--- src/rtl/vector_sequencer_pkg.sv ---
// Shared types and constants for the vector_sequencer self-check harness.
// EXPECTED_Y is the truth table of the gate block under test, indexed by {a,b,c}.
package vector_sequencer_pkg;

   typedef enum logic [2:0] {
      IDLE,
      APPLY,
      SETTLE,
      SAMPLE,
      DONE
   } state_t;

   localparam logic [7:0] EXPECTED_Y = 8'b0011_0001;
   localparam logic [2:0] VEC_LAST   = 3'd7;

   function automatic logic expected_y(input logic [2:0] vec);
      return EXPECTED_Y[vec];
   endfunction

endpackage

--- src/rtl/vector_sequencer_sync2.sv ---
// Generic two-flop synchronizer with synchronous active-high reset.
module sync2 #(
   parameter int W = 1
) (
   input  logic         clk,
   input  logic         reset,
   input  logic [W-1:0] d,
   output logic [W-1:0] q
);

   logic [W-1:0] meta;

   always_ff @(posedge clk) begin
      if (reset) begin
         meta <= '0;
         q    <= '0;
      end else begin
         meta <= d;
         q    <= meta;
      end
   end

endmodule

--- src/rtl/vector_sequencer.sv ---
// Drives all eight {a,b,c} vectors into a gate block, samples y after a settle
// interval and checks it. VECTOR_SEQUENCER_SYNC_Y_EN adds a 2-flop sync on y.
//
// state  | meaning
// IDLE   | waiting for start; results of the last run held
// APPLY  | vector on a,b,c, settle counter loaded
// SETTLE | down-counting until terminal count 0
// SAMPLE | y compared against the truth table, vec advanced
// DONE   | one-cycle done pulse
module vector_sequencer
   import vector_sequencer_pkg::*;
#(
   parameter int SETTLE_CYCLES = 8,
   parameter int ERR_W         = 4
) (
   input  logic             clk,
   input  logic             reset,
   input  logic             start,
   input  logic             y,
   output logic             a,
   output logic             b,
   output logic             c,
   output logic             busy,
   output logic             done,
   output logic [ERR_W-1:0] err_count,
   output logic             fail,
   output logic [2:0]       mismatch_vec,
   output logic             mismatch_valid
);

   localparam int               CNT_W   = 9;
   localparam logic [ERR_W-1:0] ERR_MAX = {ERR_W{1'b1}};

   state_t           state, state_nxt;
   logic [2:0]       vec;
   logic [CNT_W-1:0] settle_cnt;
   logic             y_cmp;
   logic             mismatch;

`ifdef VECTOR_SEQUENCER_SYNC_Y_EN
   // two extra settle cycles absorb the synchronizer latency
   localparam logic [CNT_W-1:0] SETTLE_LOAD = CNT_W'(SETTLE_CYCLES + 1);

   sync2 #(.W(1)) u_sync_y (
      .clk   (clk),
      .reset (reset),
      .d     (y),
      .q     (y_cmp)
   );
`else
   localparam logic [CNT_W-1:0] SETTLE_LOAD = CNT_W'(SETTLE_CYCLES - 1);

   assign y_cmp = y;
`endif

   assign {a, b, c} = vec;
   assign mismatch  = (y_cmp != expected_y(vec));

   always_ff @(posedge clk) begin
      if (reset) state <= IDLE;
      else       state <= state_nxt;
   end

   always_comb begin
      state_nxt = state;
      case (state)
         IDLE:    if (start) state_nxt = APPLY;
         APPLY:   state_nxt = SETTLE;
         SETTLE:  if (settle_cnt == '0) state_nxt = SAMPLE;
         SAMPLE:  state_nxt = (vec == VEC_LAST) ? DONE : APPLY;
         DONE:    state_nxt = IDLE;
         default: state_nxt = IDLE;
      endcase
   end

   always_comb begin
      busy = (state != IDLE);
      done = (state == DONE);
   end

   always_ff @(posedge clk) begin
      if (reset) begin
         vec            <= '0;
         settle_cnt     <= '0;
         err_count      <= '0;
         fail           <= 1'b0;
         mismatch_vec   <= '0;
         mismatch_valid <= 1'b0;
      end else begin
         case (state)
            IDLE: begin
               if (start) begin
                  vec            <= '0;
                  settle_cnt     <= '0;
                  err_count      <= '0;
                  fail           <= 1'b0;
                  mismatch_vec   <= '0;
                  mismatch_valid <= 1'b0;
               end
            end
            APPLY:  settle_cnt <= SETTLE_LOAD;
            SETTLE: if (settle_cnt != '0) settle_cnt <= settle_cnt - 1'b1;
            SAMPLE: begin
               if (mismatch) begin
                  if (err_count != ERR_MAX) err_count <= err_count + 1'b1;
                  fail <= 1'b1;
                  if (!mismatch_valid) begin
                     mismatch_vec   <= vec;
                     mismatch_valid <= 1'b1;
                  end
               end
               if (vec != VEC_LAST) vec <= vec + 1'b1;
            end
            default: ;
         endcase
      end
   end

endmodule

--- config.mk ---
export PLATFORM = sky130hd
export DESIGN_NAME = vector_sequencer
export DESIGN_NICKNAME = d
export VERILOG_FILES = /design/src/rtl/vector_sequencer_pkg.sv /design/src/rtl/vector_sequencer_sync2.sv /design/src/rtl/vector_sequencer.sv
export SDC_FILE = /design/constraint.sdc
export NUM_CORES = 1
export LEC_CHECK = 0
export BUFFER_PORTS_ARGS = -buffer_cell sky130_fd_sc_hd__buf_2
export CELL_PAD_IN_SITES_DETAIL_PLACEMENT = 1
export CELL_PAD_IN_SITES_GLOBAL_PLACEMENT = 2
export CORE_MARGIN = 2
export CORE_UTILIZATION = 34
export CTS_CLUSTER_DIAMETER = 200
export DETAILED_ROUTE_END_ITERATION = 12
export PLACE_DENSITY_LB_ADDON = 0.12
export SLEW_MARGIN = 20
export SYNTH_ARGS = -nofsm -noshare
export SYNTH_HDL_FRONTEND = slang
export SYNTH_HIERARCHICAL = 1
export SYNTH_SLANG_ARGS = --single-unit
--- constraint.sdc ---
create_clock -name clk -period 2.2 [get_ports clk]
set_input_delay 0.22 -clock clk [delete_from_list [all_inputs] [get_ports clk]]
set_output_delay 0.22 -clock clk [all_outputs]
set_load 0.005 [all_outputs]
==> results of run 1 <==
[cells by family after synthesis]
kind of cell	count (synthesis)
muxes	11
xor gates and xnor gates	1
and+or+nand+nor	62
AOI/OAI and AO/OA	40
DFF	24
buffers and inverters	12
adders and majority gates	5
[sequential cells by signal (all words and copies together) (netlist names), named ones only]
signal	count
mismatch_valid	1
mismatch_vec	3
vec	3
state	3
settle_cnt	9
err_count	4
[cell usage in the layout (no fill, tap or decap), types with 3 or more instances in the layout]
| cell | count |
|---|---|
| nor2_1 | 8 |
| inv_1 | 6 |
| a21oi_1 | 8 |
| nand3_1 | 8 |
| nand2b_1 | 10 |
| dfxtp_1 | 24 |
| o21ai_0 | 7 |
| buf_4 | 3 |
| clkbuf_8 | 3 |
| ha_1 | 5 |
| mux2i_1 | 10 |
| buf_2 | 17 |
| nor3_1 | 5 |
| nand2_1 | 13 |
[final timing paths]
kind,slack [ns],end,from
max,0.35,settle_cnt[2],settle_cnt[0]
min,0.30,state[0],start
max reg2reg,0.35,settle_cnt[2],settle_cnt[0]
min reg2reg,0.46,mismatch_vec[2],mismatch_vec[2]
[area by class of cell]
cell class                 count  share of cell area
multi-input combinational    119               0.545
inverter                       6              0.0144
timing repair buffer          20              0.0686
sequential                    24               0.306
clock buffer                   3              0.0263
tap                           50              0.0399
[through the flow]
| stage | area (µm²) | std cells | power (mW) |
|---|---|---|---|
| 5_1_grt | 1570 | 222 | 1.23 |
| 3_5_place_dp | 1530 | 219 | 0.901 |
| 6_report | 1570 | 222 | 1.16 |
| 2_1_floorplan | 1390 | 155 | 0.816 |
| 3_3_place_gp | 1530 | 219 | 0.883 |
| 4_1_cts | 1570 | 222 | 1.18 |
[Yosys cell counts, types with 2 or more instances]
cell,count
dfxtp_1,24
nand2_1,13
mux2i_1,10
nand2b_1,10
a21oi_1,8
nand3_1,8
nor2_1,8
o21ai_0,7
inv_1,6
ha_1,5
nor3_1,5
buf_2,3
a2111oi_2,2
a21boi_0,2
a21boi_1,2
a21o_1,2
and2_1,2
clkbuf_1,2
nand3b_1,2
nor2b_1,2
o211ai_1,2
o21a_1,2
o31ai_1,2
or3_1,2
or4_1,2
[power by group through the flow]
stage / sequential (mW) / combinational [mW] / clock [mW]
6_report: 0.516 / 0.372 / 0.270
5_1_grt: 0.522 / 0.415 / 0.298
4_1_cts: 0.516 / 0.378 / 0.282
3_5_place_dp: 0.527 / 0.374 / 0
3_3_place_gp: 0.521 / 0.363 / 0
2_1_floorplan: 0.504 / 0.312 / 0
[worst max-delay path, delay by kind of cell (launching register included)]
kind            cells  cell delay, ns
simple gates        1            0.50
compound gates      3            0.64
buf+inv             1            0.09
flops               1            0.35
fa+ha+maj           1            0.16
[per-layer routing]
layer | GRT usage | share of wire | vias up
li1 | - | - | 598
met5 | 0 | 0 | -
met2 | 0.254 | 0.45 | 12
met1 | 0.230 | 0.52 | 566
met3 | 0.0263 | 0.022 | 4
met4 | 0.0525 | 0.012 | 0
==> flow_metrics.env, run 1 <==
export IMPL_outcome="finished, final reports clean"
export IMPL_sequentialPowerShare=0.446
export IMPL_synth_seq_cells=24
export IMPL_p_int_mw=0.770
export IMPL_yosysSeqAreaShare=0.346
export IMPL_antenna_cells=0
export IMPL_syn_inst=155
export IMPL_rsz0062_at_grt="no"
export IMPL_synthMuxAreaShare=0.0830
export IMPL_relSlewSlack=0.704
export IMPL_totalWireLength_um=3370
export IMPL_combPwrFrac=0.321
export IMPL_synth_top_family_by_area="simple AND/OR/NAND/NOR gates"
export IMPL_ant_nets=0
export IMPL_synthXorXnorAreaFrac=0.00631
export IMPL_vias=1180
export IMPL_hold_viol=0
export IMPL_worstPathCellList="inv_1 > ha_1 > or4b_4 > o21ai_4 > a2111oi_0 > a31o_2"
export IMPL_area_growth_pct=13.1
export IMPL_synthFlopType="dfxtp_1"
export IMPL_track_usage=0.163
export IMPL_startpoint_type="flop"
export IMPL_numClockSinks=24
export IMPL_dr_pass1_iters=4
export IMPL_period_minus_slack_ns=1.85
export IMPL_die_x_um=67.9
export IMPL_drt_wirelength_per_cell_um=15.2
export IMPL_p_clk_frac=0.233
export IMPL_clock_latency_ns=0.27
export IMPL_htreeDepth=1
export IMPL_cp_required_ns=2.36
export IMPL_postCtsSetupBuffers=0
export IMPL_drc_errors=0
export IMPL_synth_compound_area_frac=0.222
export IMPL_slew_violations=0
export IMPL_dp_hpwl_um=2560
export IMPL_yosys_warnings=6
export IMPL_die_y_um=67.9
export IMPL_setup_tns_ns=0
export IMPL_grt_first_pass_wirelength_um=5620
export IMPL_cts_inserted_buffers=3
export IMPL_grt_pass1_vias=1143
export IMPL_path_class="reg2reg"
export IMPL_holdPathStages=3
export IMPL_ios=18
export IMPL_cts_hold_buf=0
export IMPL_finalHoldWorstSlack_ns=0.300
export IMPL_cellLeakagePower_nw=0.647
export IMPL_cts_tree="yes"
export IMPL_fin_ws_ns=0.349
export IMPL_max_stage_delay_ns=0.50
export IMPL_finalCritPeriodShare=0.841
export IMPL_rows=23
export IMPL_clock_root_buffer="clkbuf_8"
export IMPL_synth_edf_count=0
export IMPL_syn_nets=164
export IMPL_path_max_fanout=7
export IMPL_cap_violations=0
export IMPL_synth_area_top_cells="dfxtp_1 35%, mux2i_1 7.2%, ha_1 4.5%"
export IMPL_synth_cell_types=47
export IMPL_syn_area_um2=1390
export IMPL_crit_slowest_cell="or4b_4"
export IMPL_viasPerCell=5.32
export IMPL_cts_buffer_depth=2
export IMPL_max_freq_mhz=540
export IMPL_fin_nets=183
export IMPL_dp_slack_ns=0.383
export IMPL_cp_arrival_ns=2.02
export IMPL_place_gp_congestion=0.786
export IMPL_coreArea_um2=3970
export IMPL_synth_top_area_frac=0.346
export IMPL_synth_async_sr_flop_share=0
export IMPL_syn_avg_cell_area_um2=8.95
export IMPL_antenna_found_initial=0
export IMPL_port_buffer_count=17
export IMPL_hold_class="in2reg"
export IMPL_ff2ff_path_depth=6
export IMPL_die_area_um2=4610
export IMPL_fill_cells=481
export IMPL_swShare=0.335
export IMPL_clkSlewWorstSetupHoldPaths_ns=0.09
export IMPL_p_switching_mw=0.388
export IMPL_critPathCaptureType="flop"
export IMPL_synth_top_cell_by_area="dfxtp_1"
export IMPL_multi_input_area_um2=855
export IMPL_drt_iter0_drc=64
export IMPL_synth_simple_area_share=0.260
export IMPL_worstMarginPinSlew_ns=0.444
export IMPL_p_per_area_nw_per_um2=738
export IMPL_fin_worst_skew_ns=0.00449
export IMPL_initial_utilization=0.349
export IMPL_ir_drop_uv=227
export IMPL_ctsResizeCount=0
export IMPL_drive_gt1_frac=0.215
export IMPL_fin_util=0.395
export IMPL_synthAdderAreaFrac=0.0451
export IMPL_setup_viol=0
export IMPL_regArea_um2=480
export IMPL_grt_max_degree=15
export IMPL_grt_overflow_total=0
No activity file was read; power rests on OpenSTA's default activity.
==> inputs of run 2 (changes only) <==
ABC_AREA = 1   (was unset)
CORE_UTILIZATION = 31   (was 34)
clock period = 1.95 ns   (was 2.2 ns; I/O delays follow)
==> run 2 against run 1 <==
- worst setup slack improved by 0.017 ns
- routed wire length increased by 2.2%
- clock power increased by 11%
- highest routed layer unchanged
==> flow_metrics.env, run 2 <==
export IMPL_dr_pass1_iters=4
export IMPL_critPathCaptureType="flop"
export IMPL_ios=18
export IMPL_setup_tns_ns=0
export IMPL_swShare=0.481
export IMPL_dp_hpwl_um=2780
export IMPL_drt_iter0_drc=25
export IMPL_synth_area_top_cells="dfxtp_1 34%, nand2_1 18%, a21oi_1 6.3%"
export IMPL_ff2ff_path_depth=9
export IMPL_largest_register_ffs=9
export IMPL_grt_max_degree=19
export IMPL_synth_async_sr_flop_share=0
export IMPL_grt_pass1_vias=1383
export IMPL_clock_latency_ns=0.27
export IMPL_coreArea_um2=4380
export IMPL_path_class="reg2reg"
export IMPL_finalCritPeriodShare=0.812
export IMPL_yosysMostFrequentCell="nand2_1"
export IMPL_hold_end="state[0]"
export IMPL_antenna_found_initial=0
export IMPL_fin_worst_skew_ns=0.00241
export IMPL_clock_root_buffer="clkbuf_8"
export IMPL_period_minus_slack_ns=1.58
export IMPL_p_clk_frac=0.139
export IMPL_grt_first_pass_wirelength_um=6050
export IMPL_slew_violations=0
export IMPL_synth_common_cells="68 x nand2_1, 24 x dfxtp_1, 24 x inv_1, 23 x nor2_1, 18 x a21oi_1"
export IMPL_hold_class="in2reg"
export IMPL_path_max_fanout=5
export IMPL_synth_seq_cells=24
export IMPL_syn_nets=224
export IMPL_drive_gt1_frac=0.185
export IMPL_fill_cells=592
export IMPL_cp_arrival_ns=1.75
export IMPL_cts_buffer_depth=2
export IMPL_synth_cell_types=29
export IMPL_track_usage=0.148
export IMPL_synth_top_cell_by_area="dfxtp_1"
export IMPL_die_y_um=71.8
export IMPL_combPwrFrac=0.541
export IMPL_drc_errors=0
export IMPL_cellLeakagePower_nw=0.815
export IMPL_worstMarginPinSlew_ns=0.311
export IMPL_sequentialPowerShare=0.320
export IMPL_totalWireLength_um=3440
export IMPL_fin_ws_ns=0.366
export IMPL_holdPathStages=4
export IMPL_place_gp_congestion=0.775
export IMPL_yosysSeqAreaShare=0.337
export IMPL_top_register="settle_cnt"
export IMPL_ant_nets=0
export IMPL_die_area_um2=5150
export IMPL_rrSetupSlack_ns=0.37
export IMPL_area_growth_pct=12.9
export IMPL_rsz0062_at_grt="no"
export IMPL_rows=24
export IMPL_hp_start="reset"
export IMPL_ctsResizeCount=0
export IMPL_vias=1345
export IMPL_cts_inserted_buffers=3
export IMPL_grt_overflow_total=0
export IMPL_startpoint_type="flop"
export IMPL_dp_slack_ns=0.344
export IMPL_syn_area_um2=1420
export IMPL_synth_top_area_frac=0.337
export IMPL_ir_drop_uv=419
export IMPL_final_common_cell="nand2_1"
export IMPL_drt_wirelength_per_cell_um=12.1
export IMPL_fin_nets=244
export IMPL_clkSlewWorstSetupHoldPaths_ns=0.08
export IMPL_p_switching_mw=1.03
export IMPL_p_per_area_nw_per_um2=1340
export IMPL_cap_violations=0
export IMPL_setup_viol=0
export IMPL_numClockSinks=24
export IMPL_syn_inst=215
export IMPL_cts_hold_buf=0
export IMPL_max_freq_mhz=631
export IMPL_syn_avg_cell_area_um2=6.62
export IMPL_cts_tree="yes"
export IMPL_p_int_mw=1.11
export IMPL_viasPerCell=4.72
export IMPL_hold_viol=0
export IMPL_postCtsSetupBuffers=0
export IMPL_reg_top3="settle_cnt (9), err_count (4)"
export IMPL_synthFlopType="dfxtp_1"
export IMPL_antenna_cells=0
export IMPL_synth_edf_count=0
export IMPL_die_x_um=71.8
export IMPL_r2r_start="vec[0]"
export IMPL_relSlewSlack=0.792
export IMPL_cp_required_ns=2.12
export IMPL_initial_utilization=0.325
export IMPL_outcome="finished, final reports clean"
export IMPL_htreeDepth=1
export IMPL_final_cell_mix="68 x nand2_1, 24 x inv_1, 24 x dfxtp_1, 23 x nor2_1, 18 x a21oi_1"
export IMPL_yosys_warnings=6
export IMPL_port_buffer_count=17
[run 2: changes by cell type after synthesis, sizes merged, moves of 3 or more]
| cell | delta |
|---|---|
| nor3 | -4 |
| a21oi | +10 |
| mux2i | -10 |
| a21boi | -4 |
| or4 | -3 |
| inv | +22 |
| nand2 | +61 |
| nor2 | +20 |
| o211ai | -3 |
| clkinv | +3 |
| nand3 | +10 |
| nand2b | -10 |
| or3 | -3 |
| a2111oi | -3 |
[run 2: layout make-up]
type / instances / area [µm²] / area share
Clock buffer: 3 / 41.3 / 0.0257
Tap cell: 52 / 65.1 / 0.0405
Multi-Input combinational cell: 157 / 811 / 0.504
Sequential cell: 24 / 480 / 0.299
Timing Repair Buffer: 18 / 92.6 / 0.0576
Inverter: 31 / 118 / 0.0732
[run 2: power groups by stage]
stage	Sequential [mW]	Clock (mW)	Combinational, mW
floorplan	0.675	0	0.907
global placement	0.692	0	1.15
detailed placement	0.698	0	1.18
CTS	0.687	0.309	1.19
global route	0.701	0.328	1.37
finish	0.687	0.299	1.16
[run 2: how the worst max path moves through the flow]
stage               startpoint  endpoint  slack, ns  depth (start not counted)
floorplan               vec[1]      flop       0.55                          9
global placement        vec[0]      flop       0.34                          9
detailed placement      vec[0]      flop       0.34                          9
CTS                     vec[0]      flop       0.33                          9
global route            vec[0]      flop       0.19                          9
finish                  vec[0]      flop       0.37                          9
[run 2: logic make-up after synthesis]
family,after synthesis,share of synthesized area
buf+inv,34,0.0931
compound gates,27,0.105
fa+ha+maj,5,0.0439
flops,24,0.337
simple gates,125,0.420
[run 2: critical path: stages, from the launching register on]
cell,delay (ns)
dfxtp_1,0.39
ha_1,0.17
ha_1,0.17
nand4_1,0.18
nand3_4,0.15
clkinv_1,0.08
nand2_1,0.06
nand3_1,0.09
nor2_1,0.13
nor2_2,0.04
[run 2: per-layer routing]
metal	vias up	wire length (µm)	track usage
met5	-	0	0
met4	0	74	0.0671
met3	7	88	0.0295
met2	18	1710	0.255
met1	610	1560	0.176
li1	710	-	-
[run 2: stage by stage]
stage / util / instance area [µm²] / hold WS, ns / instances / power (mW)
finish: 0.367 / 1610 / 0.244 / 285 / 2.15
global route: 0.367 / 1610 / 0.294 / 285 / 2.39
CTS: 0.367 / 1610 / 0.254 / 285 / 2.18
detailed placement: 0.357 / 1570 / 0.457 / 282 / 1.88
global placement: 0.357 / 1570 / 0.451 / 282 / 1.84
floorplan: - / 1420 / 0.454 / 215 / 1.58
